<file path="src/rtl/alarm_pkg.sv">
// Shared state encoding and field widths for the alarm clock core and its helpers.
package alarm_pkg;

    typedef enum logic [1:0] {
        IDLE   = 2'd0,
        RING   = 2'd1,
        SNOOZE = 2'd2
    } state_e;

    localparam int HH_W        = 5;
    localparam int MM_W        = 6;
    localparam int SS_W        = 6;
    localparam int SEC_PER_MIN = 60;

endpackage

</file>
<file path="src/rtl/alarm_clock_core_sec_tick_gen.sv">
// One-second divider: adv is the strobe at the wrapping edge, sec_tick its registered echo.
module sec_tick_gen #(
    parameter int CLK_HZ = 100_000_000
) (
    input  logic clk,
    input  logic reset,
    input  logic clr,
    output logic adv,
    output logic sec_tick
);

    localparam int DIV_W = (CLK_HZ > 1) ? $clog2(CLK_HZ) : 1;
    localparam logic [DIV_W-1:0] DIV_LAST = DIV_W'(CLK_HZ - 1);

    logic [DIV_W-1:0] div_q, div_d;
    logic             sec_tick_q, sec_tick_d;

    // A clear restarts the second and suppresses any advance due on the same edge.
    always_comb begin
        adv        = (div_q == DIV_LAST) && !clr;
        div_d      = div_q + DIV_W'(1);
        if (clr || (div_q == DIV_LAST)) begin
            div_d = '0;
        end
        sec_tick_d = adv;
    end

    always_ff @(posedge clk or posedge reset) begin
        if (reset) begin
            div_q      <= '0;
            sec_tick_q <= 1'b0;
        end else begin
            div_q      <= div_d;
            sec_tick_q <= sec_tick_d;
        end
    end

    assign sec_tick = sec_tick_q;

endmodule

</file>
<file path="src/rtl/alarm_clock_core.sv">
// Time-of-day counter, alarm registers and the ring/snooze/timeout state machine.
module alarm_clock_core
    import alarm_pkg::*;
#(
    parameter int CLK_HZ         = 100_000_000,
    parameter int SNOOZE_MIN     = 5,
    parameter int RING_TIMEOUT_S = 60,
    parameter int HOURS_MOD      = 24
) (
    input  logic            clk,
    input  logic            reset,
    input  logic            set_time,
    input  logic            set_alarm,
    input  logic [HH_W-1:0] set_hh,
    input  logic [MM_W-1:0] set_mm,
    input  logic            alarm_en,
    input  logic            snooze_btn,
    input  logic            stop_btn,
    output logic [HH_W-1:0] hh,
    output logic [MM_W-1:0] mm,
    output logic [SS_W-1:0] ss,
    output logic            sec_tick,
    output logic            ringing,
    output logic            snoozing,
    output logic            flash,
    output logic            missed
);

    localparam int SNZ_LOAD = SNOOZE_MIN * SEC_PER_MIN;
    localparam int SNZ_W    = $clog2(SNZ_LOAD + 1);
    localparam int RING_W   = $clog2(RING_TIMEOUT_S + 1);

    localparam logic [HH_W-1:0]   HH_LAST    = HH_W'(HOURS_MOD - 1);
    localparam logic [MM_W-1:0]   MM_LAST    = MM_W'(SEC_PER_MIN - 1);
    localparam logic [SS_W-1:0]   SS_LAST    = SS_W'(SEC_PER_MIN - 1);
    localparam logic [SNZ_W-1:0]  SNZ_INIT   = SNZ_W'(SNZ_LOAD);
    localparam logic [RING_W-1:0] RING_LIMIT = RING_W'(RING_TIMEOUT_S);

    logic [HH_W-1:0]   hh_q, hh_d, inc_hh, al_hh_q, al_hh_d;
    logic [MM_W-1:0]   mm_q, mm_d, inc_mm, al_mm_q, al_mm_d;
    logic [SS_W-1:0]   ss_q, ss_d, inc_ss;
    state_e            state_q, state_d;
    logic [RING_W-1:0] ring_cnt_q, ring_cnt_d, ring_inc;
    logic [SNZ_W-1:0]  snz_cnt_q, snz_cnt_d, snz_dec;
    logic              flash_q, flash_d;
    logic              missed_q, missed_d;
    logic              ringing_q, ringing_d;
    logic              snoozing_q, snoozing_d;

    logic set_ok, load_time, load_alarm, adv, match, sec_tick_w;

    assign set_ok     = (set_hh <= HH_LAST) && (set_mm <= MM_LAST);
    assign load_time  = set_time && set_ok;
    assign load_alarm = set_alarm && set_ok;

    sec_tick_gen #(
        .CLK_HZ (CLK_HZ)
    ) u_sec_tick_gen (
        .clk      (clk),
        .reset    (reset),
        .clr      (load_time),
        .adv      (adv),
        .sec_tick (sec_tick_w)
    );

    // Full carry chain resolves in one edge; a valid load overrides the advance.
    always_comb begin
        inc_ss = ss_q + SS_W'(1);
        inc_mm = mm_q;
        inc_hh = hh_q;
        if (ss_q == SS_LAST) begin
            inc_ss = '0;
            if (mm_q == MM_LAST) begin
                inc_mm = '0;
                inc_hh = (hh_q == HH_LAST) ? '0 : hh_q + HH_W'(1);
            end else begin
                inc_mm = mm_q + MM_W'(1);
            end
        end

        hh_d = hh_q;
        mm_d = mm_q;
        ss_d = ss_q;
        if (load_time) begin
            hh_d = set_hh;
            mm_d = set_mm;
            ss_d = '0;
        end else if (adv) begin
            hh_d = inc_hh;
            mm_d = inc_mm;
            ss_d = inc_ss;
        end

        al_hh_d = load_alarm ? set_hh : al_hh_q;
        al_mm_d = load_alarm ? set_mm : al_mm_q;
    end

    // Only a real second advance can hit the alarm; loading the time never does.
    assign match = adv && alarm_en && (inc_ss == '0) &&
                   (inc_mm == al_mm_q) && (inc_hh == al_hh_q);

    always_comb begin
        state_d    = state_q;
        ring_cnt_d = ring_cnt_q;
        snz_cnt_d  = snz_cnt_q;
        flash_d    = flash_q;
        missed_d   = missed_q;
        ring_inc   = ring_cnt_q + RING_W'(1);
        snz_dec    = snz_cnt_q - SNZ_W'(1);

        if (!alarm_en) begin
            state_d = IDLE;
        end else begin
            case (state_q)
                IDLE: begin
                    if (stop_btn) begin
                        missed_d = 1'b0;
                    end
                    if (match) begin
                        state_d    = RING;
                        ring_cnt_d = '0;
                        flash_d    = 1'b0;
                    end
                end
                RING: begin
                    if (stop_btn) begin
                        state_d  = IDLE;
                        missed_d = 1'b0;
                    end else if (snooze_btn) begin
                        state_d   = SNOOZE;
                        snz_cnt_d = SNZ_INIT;
                    end else if (adv) begin
                        if (ring_inc == RING_LIMIT) begin
                            state_d  = IDLE;
                            missed_d = 1'b1;
                        end else begin
                            ring_cnt_d = ring_inc;
                            flash_d    = !flash_q;
                        end
                    end
                end
                SNOOZE: begin
                    if (stop_btn) begin
                        state_d = IDLE;
                    end else if (adv) begin
                        snz_cnt_d = snz_dec;
                        if (snz_dec == '0) begin
                            state_d    = RING;
                            ring_cnt_d = '0;
                            flash_d    = 1'b0;
                        end
                    end
                end
                default: begin
                    state_d = IDLE;
                end
            endcase
        end

        if (state_d != RING) begin
            flash_d = 1'b0;
        end
        ringing_d  = (state_d == RING);
        snoozing_d = (state_d == SNOOZE);
    end

    always_ff @(posedge clk or posedge reset) begin
        if (reset) begin
            hh_q       <= '0;
            mm_q       <= '0;
            ss_q       <= '0;
            al_hh_q    <= '0;
            al_mm_q    <= '0;
            state_q    <= IDLE;
            ring_cnt_q <= '0;
            snz_cnt_q  <= '0;
            flash_q    <= 1'b0;
            missed_q   <= 1'b0;
            ringing_q  <= 1'b0;
            snoozing_q <= 1'b0;
        end else begin
            hh_q       <= hh_d;
            mm_q       <= mm_d;
            ss_q       <= ss_d;
            al_hh_q    <= al_hh_d;
            al_mm_q    <= al_mm_d;
            state_q    <= state_d;
            ring_cnt_q <= ring_cnt_d;
            snz_cnt_q  <= snz_cnt_d;
            flash_q    <= flash_d;
            missed_q   <= missed_d;
            ringing_q  <= ringing_d;
            snoozing_q <= snoozing_d;
        end
    end

    assign hh       = hh_q;
    assign mm       = mm_q;
    assign ss       = ss_q;
    assign sec_tick = sec_tick_w;
    assign ringing  = ringing_q;
    assign snoozing = snoozing_q;
    assign flash    = flash_q;
    assign missed   = missed_q;

endmodule

</file>
<file path="config.mk">
export PLATFORM = sky130hd
export DESIGN_NAME = alarm_clock_core
export DESIGN_NICKNAME = d
export VERILOG_FILES = /design/src/rtl/alarm_pkg.sv /design/src/rtl/alarm_clock_core_sec_tick_gen.sv /design/src/rtl/alarm_clock_core.sv
export SDC_FILE = /design/constraint.sdc
export NUM_CORES = 1
export LEC_CHECK = 0
export BUFFER_PORTS_ARGS = -buffer_cell sky130_fd_sc_hd__buf_2
export CORE_MARGIN = 4
export CORE_UTILIZATION = 60
export DETAILED_ROUTE_END_ITERATION = 16
export PLACE_DENSITY = 0.88
export RECOVER_POWER = 50
export SLEW_MARGIN = 20
export SYNTH_ARGS = -nofsm -noshare
export SYNTH_HDL_FRONTEND = slang
export SYNTH_SLANG_ARGS = --single-unit
export TNS_END_PERCENT = 20
</file>
<file path="constraint.sdc">
create_clock -name clk -period 3.9 [get_ports clk]
set_input_delay 0.39 -clock clk [delete_from_list [all_inputs] [get_ports clk]]
set_output_delay 0.39 -clock clk [all_outputs]
set_load 0.05 [all_outputs]
</file>
==> flow_metrics.tcl <==
set metrics [dict create \
    worstMarginPinSlew_ns 1.36 \
    firstDrtPassIters 5 \
    top_level_ports 40 \
    cts_tree "done" \
    syn-num-nets 530 \
    die_x_um 95.5 \
    vias 4036 \
    n_antenna_cell 0 \
    fp-row-count 31 \
    r2r_start "ss[0]" \
    chipHeight_um 95.5 \
    yosys_warnings 0 \
    layout_setup_ws_ns 0.343 \
    fmax_ghz 0.281 \
    status "completed" \
    final-setup-viol-count 0 \
    min_period_ns 3.56 \
    clkLatencyLatePin_ns 0.37 \
    antenna_left 0 \
    gp_congestion 0.964 \
    holdWs_ns 0.191 \
    arrival_ns 3.81 \
    drive_gt1_frac 0.147 \
    cp-end-kind "flip-flop" \
    critical_path_buf_inv_count 0 \
    synth_edf_count 0 \
    crit_start "ss[0]" \
    slew_viol_final 0 \
    grt_max_degree 56 \
    dp_hpwl_um 7650 \
    critPathMaxFanout 11 \
    hold_viol 0 \
    p_leak_nw 2.17 \
    ys_types 66 \
    n_fill_cell 553 \
    cts-hold-fix-buffers 0 \
    numPortBuffers 39 \
    rsz0062_at_grt "false" \
    powerDensity_mw_per_mm2 341 \
    post_cts_buffers 0 \
    critPathTopFamily "simple AND/OR/NAND/NOR gates" \
    critPathRequiredTime_ns 4.16 \
    relSlewSlack 0.0960 \
    syn-cell-area_mm2 0.00459 \
    grt_pass1_vias 3982 \
    clockBufferDepth 2 \
    avgViaCountPerCell 6.28 \
    cts_resized 0 \
    grt_usage 0.255 \
    grt-ovfl-total 0 \
    path_clk_slew_ns 0.09 \
    cts_inserted_buffers 9 \
    start_kind "flip-flop" \
    cts_sinks 77 \
    pre_cts_ws_ns 0.409 \
    critical_path_class "reg2reg" \
    slowest_stage "dfrtp_1" \
    fin_worst_skew_ns 0.0161 \
    synth_cells 504 \
    postSynthAreaPerCell_um2 9.12 \
    irDropWorstVdd_mv 0.207 \
    crit_chain "ha_1 > nand4b_4 > nor4_4 > and4b_1 > o221ai_2 > a2111oi_4 > nand4_1 > a21oi_1 > mux2_1" \
    holdCritPathClass "in2async" \
    ys.flop_type "dfrtp_1" \
    fin_tns_setup_ns 0 \
    finalWirelength_um 10800 \
    ctsHtreeMaxLevel 3 \
    drt_iter0_drc 298 \
    drcViolationCount 0 \
    ys_ff_latch 77 \
    dieArea_mm2 0.00912 \
    final_nets 565 \
    syn2layout_area_growth_pct 9.12 \
    start_util 0.627 \
    post-route-period-util 0.912 \
    wl_per_cell_um 16.9 \
    ys_seq_area_frac 0.419 \
    final_util 0.684 \
    max_stage_delay_ns 0.47 \
    cts-root-buf "clkbuf_8" \
    grt_pass1_wl_um 18300 \
    core_area_mm2 0.00733 \
    maxCapViolations 0 \
    antenna_found_initial 0 \
    async_flop_share 1.00 \
]
==> routing by layer <==
layer / global-route usage / routed length, µm / vias to the layer above
met4: 0.0983 / 286 / 0
met1: 0.327 / 4410 / 1948
met5: 0 / 0 / -
met3: 0.0529 / 752 / 33
li1: - / - / 1900
met2: 0.423 / 5390 / 155
==> registers in the layout (all words and copies together) (netlist names), 5 cells and up <==
register	cells
u_sec_tick_gen.div_q	27
snz_cnt_q	9
al_mm_q	6
mm	6
ring_cnt_q	6
ss	6
al_hh_q	5
hh	5
==> synth_stat cells (all sizes together), types with 4 or more instances <==
| master | count | share of area |
|---|---|---|
| or3 | 9 | 0.012 |
| xor2 | 22 | 0.042 |
| nand3 | 23 | 0.025 |
| nand4b | 6 | 0.015 |
| a22o | 4 | 0.0076 |
| and4 | 6 | 0.011 |
| mux2 | 12 | 0.029 |
| ha | 8 | 0.022 |
| and3 | 5 | 0.0068 |
| dfrtp | 77 | 0.42 |
| nor3 | 13 | 0.015 |
| nor4 | 7 | 0.016 |
| nor2 | 62 | 0.051 |
| o21a | 5 | 0.0082 |
| and4b | 4 | 0.0087 |
| or2 | 4 | 0.0054 |
| mux2i | 5 | 0.011 |
| nand4 | 14 | 0.019 |
| o21ai | 32 | 0.036 |
| clkbuf | 12 | 0.0098 |
| a21oi | 26 | 0.028 |
| nand2 | 53 | 0.043 |
| o31ai | 7 | 0.014 |
| inv | 11 | 0.0090 |
| buf | 7 | 0.0090 |
| a31oi | 9 | 0.012 |
| nand2b | 7 | 0.0095 |
| xnor2 | 10 | 0.019 |
| nor2b | 7 | 0.0095 |
==> through the flow <==
stage               instances  area [µm²]  total power, mW
finish                    643        5010             1.71
floorplan                 504        4590             1.10
detailed placement        627        4860             1.18
global placement          627        4860             1.17
global route              643        5010             1.78
CTS                       643        5020             1.72
==> final timing paths <==
kind	to	slack, ns	cells past startpoint
worst max-delay path	ring_cnt_q[0]	0.34	9
worst min-delay path	u_sec_tick_gen.div_q[22]	0.19	2
worst max register to register	ring_cnt_q[0]	0.34	9
worst min register to register	al_mm_q[4]	0.54	1
max in group asynchronous	hh[1]	1.90	3
min in group clk	hh[0]	0.25	3
==> layout by cell type, fill, tap and decap left out, types with 10 or more instances in the layout <==
cell type	netlist	final
nor3_1	12	12
nand2_1	53	53
xor2_1	22	22
xnor2_1	10	10
dfrtp_1	77	77
nor2_1	62	62
inv_1	11	11
mux2_2	11	11
nand4_1	14	14
o21ai_0	30	30
buf_2	3	34
a21oi_1	26	26
nand3_1	23	23
==> cell families after synthesis <==
kind of cell    Yosys count  synth area share
compound gates          112             0.169
xor+xnor                 32            0.0610
fa+ha+maj                 8            0.0218
buf+inv                  30            0.0278
flops                    77             0.419
mux                      17            0.0403
simple gates            228             0.261
==> area by class of cell <==
| cell class | count | area [µm²] | area share |
|---|---|---|---|
| repair buffers | 43 | 216 | 0.0432 |
| flip-flops and latches | 77 | 1930 | 0.384 |
| well taps | 99 | 124 | 0.0247 |
| multi-input cells | 397 | 2540 | 0.507 |
| inverters | 11 | 41.3 | 0.00824 |
| clock buffers | 10 | 128 | 0.0255 |
| clock inverters | 6 | 37.5 | 0.00749 |
==> power breakdown <==
part	internal, mW	leakage [nW]	switching [mW]
Combinational	0.0939	1.06	0.176
Sequential	0.838	1.02	0.0641
Clock	0.230	0.0902	0.306
Power figures use the tool's default switching activity.
